## src/rtl/vga_palette_mux.sv

```systemverilog
// Two-stage pixel decoder: palette lookup for drawn pixels, grayscale expansion for camera pixels,
// with hsync/vsync/blank delayed to match. Define BLINK_EN to flash tag 2'b10 pixels at a frame-counted rate.
module vga_palette_mux #(
  parameter int unsigned PIX_W        = 8,
  parameter int unsigned TAG_W        = 2,
  parameter int unsigned PAL_IDX_W    = 2,
  parameter int unsigned CH_W         = 4,
  parameter int unsigned BLINK_FRAMES = 30
) (
  input  logic                   clk_in,
  input  logic                   rst_in,
  input  logic [PIX_W-1:0]       pixel_in,
  input  logic                   hsync_in,
  input  logic                   vsync_in,
  input  logic                   blank_in,
  input  logic                   pal_we_in,
  input  logic [PAL_IDX_W-1:0]   pal_addr_in,
  input  logic [3*CH_W-1:0]      pal_data_in,
  output logic [3*CH_W-1:0]      pixel_out,
  output logic                   hsync_out,
  output logic                   vsync_out,
  output logic                   blank_out
);

  localparam int unsigned RGB_W     = 3 * CH_W;
  localparam int unsigned PAL_DEPTH = 2 ** PAL_IDX_W;
  localparam int unsigned REM_W     = PIX_W - TAG_W;
  localparam int unsigned EXT_W     = REM_W + CH_W;

  // Place a 4-bit reference nibble in the MSBs of a CH_W-bit channel.
  function automatic logic [CH_W-1:0] nib_to_ch(input logic [3:0] nib);
    logic [CH_W+3:0] wide;
    wide = {nib, {CH_W{1'b0}}};
    return CH_W'(wide >> 4);
  endfunction

  function automatic logic [RGB_W-1:0] pal_default(input int unsigned idx);
    logic [CH_W-1:0]  ones;
    logic [CH_W-1:0]  zeros;
    logic [RGB_W-1:0] val;
    ones  = '1;
    zeros = '0;
    case (idx)
      0:       val = {zeros, zeros, ones};
      1:       val = {ones, ones, zeros};
      2:       val = {nib_to_ch(4'hA), nib_to_ch(4'h2), nib_to_ch(4'h6)};
      default: val = {ones, ones, ones};
    endcase
    return val;
  endfunction

  logic [RGB_W-1:0]     pal_q [PAL_DEPTH];

  logic [TAG_W-1:0]     tag_c;
  logic [EXT_W-1:0]     gray_ext;
  logic [CH_W-1:0]      gray_c;

  logic [CH_W-1:0]      s1_gray;
  logic [PAL_IDX_W-1:0] s1_idx;
  logic                 s1_pal;
  logic                 s1_hsync;
  logic                 s1_vsync;
  logic                 s1_blank;

  logic                 use_pal;
  logic [RGB_W-1:0]     pix_nxt;

  // Grayscale level: CH_W bits below the tag, zero-filled at the LSB end when the pixel is short.
  assign tag_c    = pixel_in[PIX_W-1 -: TAG_W];
  assign gray_ext = {pixel_in[REM_W-1:0], {CH_W{1'b0}}};
  assign gray_c   = CH_W'(gray_ext >> REM_W);

  always_ff @(posedge clk_in or negedge rst_in) begin
    if (!rst_in) begin
      for (int unsigned i = 0; i < PAL_DEPTH; i++) begin
        pal_q[i] <= pal_default(i);
      end
    end else if (pal_we_in) begin
      pal_q[pal_addr_in] <= pal_data_in;
    end
  end

`ifdef BLINK_EN
  localparam int unsigned CNT_W = (BLINK_FRAMES > 1) ? $clog2(BLINK_FRAMES) : 1;

  logic             s1_alt;
  logic             vsync_q;
  logic             phase_q;
  logic [CNT_W-1:0] frame_cnt_q;

  // Frame counter advances on vsync rising edges, so the phase only ever flips at frame start.
  always_ff @(posedge clk_in or negedge rst_in) begin
    if (!rst_in) begin
      vsync_q     <= 1'b0;
      phase_q     <= 1'b0;
      frame_cnt_q <= '0;
    end else begin
      vsync_q <= vsync_in;
      if (vsync_in && !vsync_q) begin
        if (frame_cnt_q == CNT_W'(BLINK_FRAMES - 1)) begin
          frame_cnt_q <= '0;
          phase_q     <= ~phase_q;
        end else begin
          frame_cnt_q <= frame_cnt_q + CNT_W'(1);
        end
      end
    end
  end

  always_ff @(posedge clk_in or negedge rst_in) begin
    if (!rst_in) begin
      s1_alt <= 1'b0;
    end else begin
      s1_alt <= (tag_c == TAG_W'(2));
    end
  end
`endif

  // Stage 1: capture pixel attributes and sideband.
  always_ff @(posedge clk_in or negedge rst_in) begin
    if (!rst_in) begin
      s1_gray  <= '0;
      s1_idx   <= '0;
      s1_pal   <= 1'b0;
      s1_hsync <= 1'b0;
      s1_vsync <= 1'b0;
      s1_blank <= 1'b1;
    end else begin
      s1_gray  <= gray_c;
      s1_idx   <= pixel_in[PAL_IDX_W-1:0];
      s1_pal   <= (tag_c == {TAG_W{1'b1}});
      s1_hsync <= hsync_in;
      s1_vsync <= vsync_in;
      s1_blank <= blank_in;
    end
  end

  // Stage 2 select; palette read sees the pre-write contents on a same-cycle write.
  always_comb begin
    use_pal = s1_pal;
`ifdef BLINK_EN
    use_pal = s1_pal | (s1_alt & phase_q);
`endif
    pix_nxt = {s1_gray, s1_gray, s1_gray};
    if (s1_blank) begin
      pix_nxt = '0;
    end else if (use_pal) begin
      pix_nxt = pal_q[s1_idx];
    end
  end

  always_ff @(posedge clk_in or negedge rst_in) begin
    if (!rst_in) begin
      pixel_out <= '0;
      hsync_out <= 1'b0;
      vsync_out <= 1'b0;
      blank_out <= 1'b1;
    end else begin
      pixel_out <= pix_nxt;
      hsync_out <= s1_hsync;
      vsync_out <= s1_vsync;
      blank_out <= s1_blank;
    end
  end

endmodule
```

## config.mk

```make
export PLATFORM = sky130hd
export DESIGN_NAME = vga_palette_mux
export DESIGN_NICKNAME = d
export VERILOG_FILES = /design/src/rtl/vga_palette_mux.sv
export SDC_FILE = /design/constraint.sdc
export NUM_CORES = 1
export LEC_CHECK = 0
export CAP_MARGIN = 20
export CORE_UTILIZATION = 30
export DETAILED_ROUTE_END_ITERATION = 6
export GPL_ROUTABILITY_DRIVEN = 0
export HOLD_SLACK_MARGIN = 0.12
export PLACE_DENSITY = 0.52
export SETUP_SLACK_MARGIN = 0.05
export SYNTH_ARGS = -nofsm -noshare
export SYNTH_HDL_FRONTEND = slang
export SYNTH_SLANG_ARGS = --single-unit
```

## constraint.sdc

```tcl
create_clock -name clk_in -period 3.42 [get_ports clk_in]
set_input_delay 0.684 -clock clk_in [delete_from_list [all_inputs] [get_ports clk_in]]
set_output_delay 0.684 -clock clk_in [all_outputs]
set_load 0.01 [all_outputs]
```

==> Flow_metrics.wiki <==
{| class="wikitable"
! Metric !! Value
|-
| Outcome || finished, final reports clean
|-
| Number of buffers created by CTS || 9
|-
| Synth top area share || 0.358
|-
| Multiplexer area fraction after synthesis || 0.266
|-
| Largest net degree at the start of global routing || 74
|-
| Area of the mapped netlist || slightly below 3000 um^2
|-
| Sinks on the clock net || 73
|-
| Register area share after synthesis || 0.636
|-
| Aggregate global-route resource usage || 0.131
|-
| Most frequent cells after synthesis || 48 x sky130_fd_sc_hd__mux2_2, 42 x sky130_fd_sc_hd__dfrtp_1, 31 x sky130_fd_sc_hd__dfstp_2
|-
| Switching portion of total power || 0.224
|-
| Type of the worst setup path || reg -> out
|-
| Initial antenna violation count || 0
|-
| Measured slew at the worst slew-check pin || between 1000 and 1500 ps
|-
| Final worst path period share || 0.606
|-
| Relative slew margins || 0.318
|-
| Number of nets produced by synthesis || roughly 220
|-
| Number of vias per cell after detailed routing || 4.55
|-
| Signed area change from the synthesized netlist to the final layout || 27.2%
|-
| IO Pins || 43
|-
| Clock tree from TritonCTS || built
|-
| Area after detailed placement || between 3000 and 4000 um^2
|-
| Aggregate negative setup slack || 0 ps
|-
| Gr ovfl total || 0
|-
| Logic pwr share || 0.133
|-
| Largest voltage drop on the vdd net || 0.000235 V
|-
| Internal power || between 1500 and 2000 uW
|-
| Cell variety after synth || 16
|-
| Maximum fanout along the worst path || 1
|-
| Worst Path Arrival || between 1000 and 1500 ps
|-
| Final number of setup-violating endpoints || 0
|-
| Floorplan die height || approximately 100 um
|-
| Worst path cell trace || clkdlybuf4s50_1
|-
| Post-Route WL || between 5000 and 6000 um
|-
| Endpoint kind of the worst setup timing path || output pin
|-
| Flip-flop cell with the highest count after synthesis || sky130_fd_sc_hd__dfrtp_1
|-
| Final Hold Violating Endpoints || 0
|-
| Share of synthesized registers carrying an async set or reset || 1.00
|-
| Type of the most critical hold path || in -> async
|-
| Buffers on Ports || between 40 and 50
|-
| Family of cells with the greatest summed delay on the critical path || flip-flops
|-
| Slowest cell on the critical path || sky130_fd_sc_hd__dfstp_2
|-
| Simple-Gate Fraction of Synth Area || 0.0209
|-
| Setup repair after global routing missed its margin || no
|-
| Total net switching power || 492 uW
|-
| Starting DRT DRC Count || 34
|-
| Critical path buffer and inverter count || 1
|-
| Share of power burned in registers || 0.500
|-
| Max-capacitance violation count || 0
|-
| Final antenna-violating net count || 0
|-
| Fillers || approximately 900
|-
| Top cell type by total area after synthesis || sky130_fd_sc_hd__dfrtp_1
|-
| Area of the core || between 9000 and 10000 um^2
|-
| Power share of the clock group || 0.367
|-
| Root Buffer || sky130_fd_sc_hd__clkbuf_8
|-
| Wire length of the first global-routing pass || 9580 um
|-
| Wire per inst || ~16 um
|-
| Largest family of logic cells by synthesized area || multiplexers
|-
| Mean instance size in the synthesized netlist || between 15 and 20 um^2
|-
| Power density of the placed cells || between 500 and 600 nW/um^2
|-
| Post-synthesis share of cell area spent on xor and xnor gates || 0
|-
| Most numerous cell in the Yosys netlist || sky130_fd_sc_hd__mux2_2
|-
| H-tree levels || 3
|-
| Later-pin clock latency in the skew report || between 300 and 400 ps
|-
| Cells taking the most area after synthesis || sky130_fd_sc_hd__dfrtp_1 36%, sky130_fd_sc_hd__dfstp_2 28%, sky130_fd_sc_hd__mux2_2 18%, sky130_fd_sc_hd__mux2i_1 8.2%, sky130_fd_sc_hd__a21o_1 3.1%
|-
| Share of synthesized cell area in full adder, half adder and majority cells || 0
|-
| Fmax || ~480 MHz
|-
| Pleak || approximately 0.0016 uW
|-
| DRC errors left || 0
|-
| Number of inserted diodes || 0
|-
| Number of register bits inferred by synthesis || 73
|-
| Startpoint types || flip-flop
|-
| Required time worst endpoint || roughly 2700 ps
|-
| Post-route minimum period || approximately 2100 ps
|-
| Longest Clk Path Bufs || 2
|-
| Proportion of layout cells with a drive suffix above 1 || 0.427
|-
| EDFF count, synth || 0
|-
| Number of pins with negative max-slew slack in the final report || 0
|-
| Total setup buffers inserted after CTS || 0
|-
| Clock-pin slew of the registers on the worst-case setup and hold paths || about 80 ps
|-
| TritonRoute pass-1 iters || 4
|-
| Floorplan die width || 101 um
|-
| Initial core utilization || 0.313
|-
| Synthesized-area fraction occupied by ao, oa, aoi and oai cells || 0.0563
|-
| Cts repair resizes || 0
|-
| Synth warn || 0
|-
| Worst Skew || about 7 ps
|-
| Number of global-route vias before repair || about 1800
|-
| Core Rows || 35
|-
| Cell area after layout || 3730 um^2
|-
| Net count of the finished layout || around 260
|-
| Cell count after synthesis || about 190
|-
| Hold-fix buffers at CTS || 0
|-
| Worst stage delay on the critical path || between 500 and 600 ps
|-
| Floorplan die area || roughly 10000 um^2
|-
| Overall via count from detail_route || 1674
|-
| Detailed Place HPWL || about 3600 um
|}
cells in the final DEF (no fill, tap or decap):
cell type | synthesis | layout
sky130_fd_sc_hd__a21o_1 | 12 | 12
sky130_fd_sc_hd__and2_1 | 1 | 1
sky130_fd_sc_hd__buf_12 | 0 | 1
sky130_fd_sc_hd__buf_2 | 5 | 1
sky130_fd_sc_hd__buf_4 | 3 | 3
sky130_fd_sc_hd__bufinv_16 | 0 | 3
sky130_fd_sc_hd__clkbuf_8 | 0 | 9
sky130_fd_sc_hd__clkdlybuf4s50_1 | 0 | 41
sky130_fd_sc_hd__clkinv_2 | 0 | 1
sky130_fd_sc_hd__clkinv_4 | 0 | 1
sky130_fd_sc_hd__clkinvlp_4 | 0 | 2
sky130_fd_sc_hd__dfrtp_1 | 42 | 42
sky130_fd_sc_hd__dfstp_2 | 31 | 31
sky130_fd_sc_hd__mux2_2 | 48 | 48
sky130_fd_sc_hd__mux2i_1 | 24 | 24
sky130_fd_sc_hd__nand3_1 | 1 | 1
sky130_fd_sc_hd__nand3b_1 | 3 | 3
sky130_fd_sc_hd__nor2_1 | 1 | 1
sky130_fd_sc_hd__nor3b_2 | 1 | 1
sky130_fd_sc_hd__o22ai_1 | 12 | 12
sky130_fd_sc_hd__or3b_4 | 1 | 1
state kept, by name (all words and copies together), names as in the netlist:
signal / flops
s1_blank: 1
s1_hsync: 1
s1_vsync: 1
s1_idx: 2
s1_gray: 4
hsync_out: 1
pixel_out: 12
pal_q: 48
vsync_out: 1
s1_pal: 1
blank_out: 1
stage by stage:
stage | hold WS, ps | cells | util | power [uW] | setup slack [ps]
global route | 360 | 368 | 0.399 | 2310 | 1280
CTS | 356 | 368 | 0.399 | 2230 | 1320
floorplan | 331 | 187 | - | 1280 | 1850
global placement | 338 | 352 | 0.373 | 1400 | 1010
detailed placement | 337 | 352 | 0.373 | 1410 | 995
finish | 350 | 368 | 0.399 | 2190 | 1350
logic make-up (layout without fill, tap and decap cells):
kind of cell / after synthesis / count (layout)
AOI/OAI and AO/OA: 24 / 24
buffers and inverters: 10 / 62
DFF: 73 / 73
muxes: 72 / 72
and+or+nand+nor: 8 / 8
cell type report:
cell class                      count  area (um^2)  area share
Clock buffer                        9          124      0.0332
Clock inverter                      7          119      0.0318
Multi-Input combinational cell    104         1010       0.270
Sequential cell                    73         1870       0.499
Tap cell                          129          161      0.0432
Timing Repair Buffer               46          458       0.123
per-layer routing:
layer / share of wire / GRT usage
met5: 0 / 0
met4: 0.021 / 0.0803
met3: 0.024 / 0.0257
met2: 0.52 / 0.211
met1: 0.44 / 0.162
path summary, 6_finish.rpt:
check / slack (ps) / startpoint / to / depth (start not counted)
min: 350 / rst_in / pixel_out[9]$_DFF_PN0_ / 2
min reg2reg: 350 / s1_hsync$_DFF_PN0_ / hsync_out$_DFF_PN0_ / 0
max: 1350 / blank_out$_DFF_PN1_ / blank_out / 1
max reg2reg: 1800 / s1_blank$_DFF_PN1_ / pixel_out[2]$_DFF_PN0_ / 3
max in group asynchronous: 2720 / rst_in / pal_q[10]$_DFFE_PN1P_ / 2
min in group clk_in: 350 / s1_hsync$_DFF_PN0_ / hsync_out$_DFF_PN0_ / 0
power groups by stage:
stage | logic, uW | clock network, uW | registers [uW]
finish | 291 | 805 | 1100
global route | 323 | 876 | 1110
CTS | 299 | 838 | 1100
detailed placement | 298 | 0 | 1110
global placement | 291 | 0 | 1110
floorplan | 180 | 0 | 1100
Note: power is estimated with default switching activity, not from simulation.
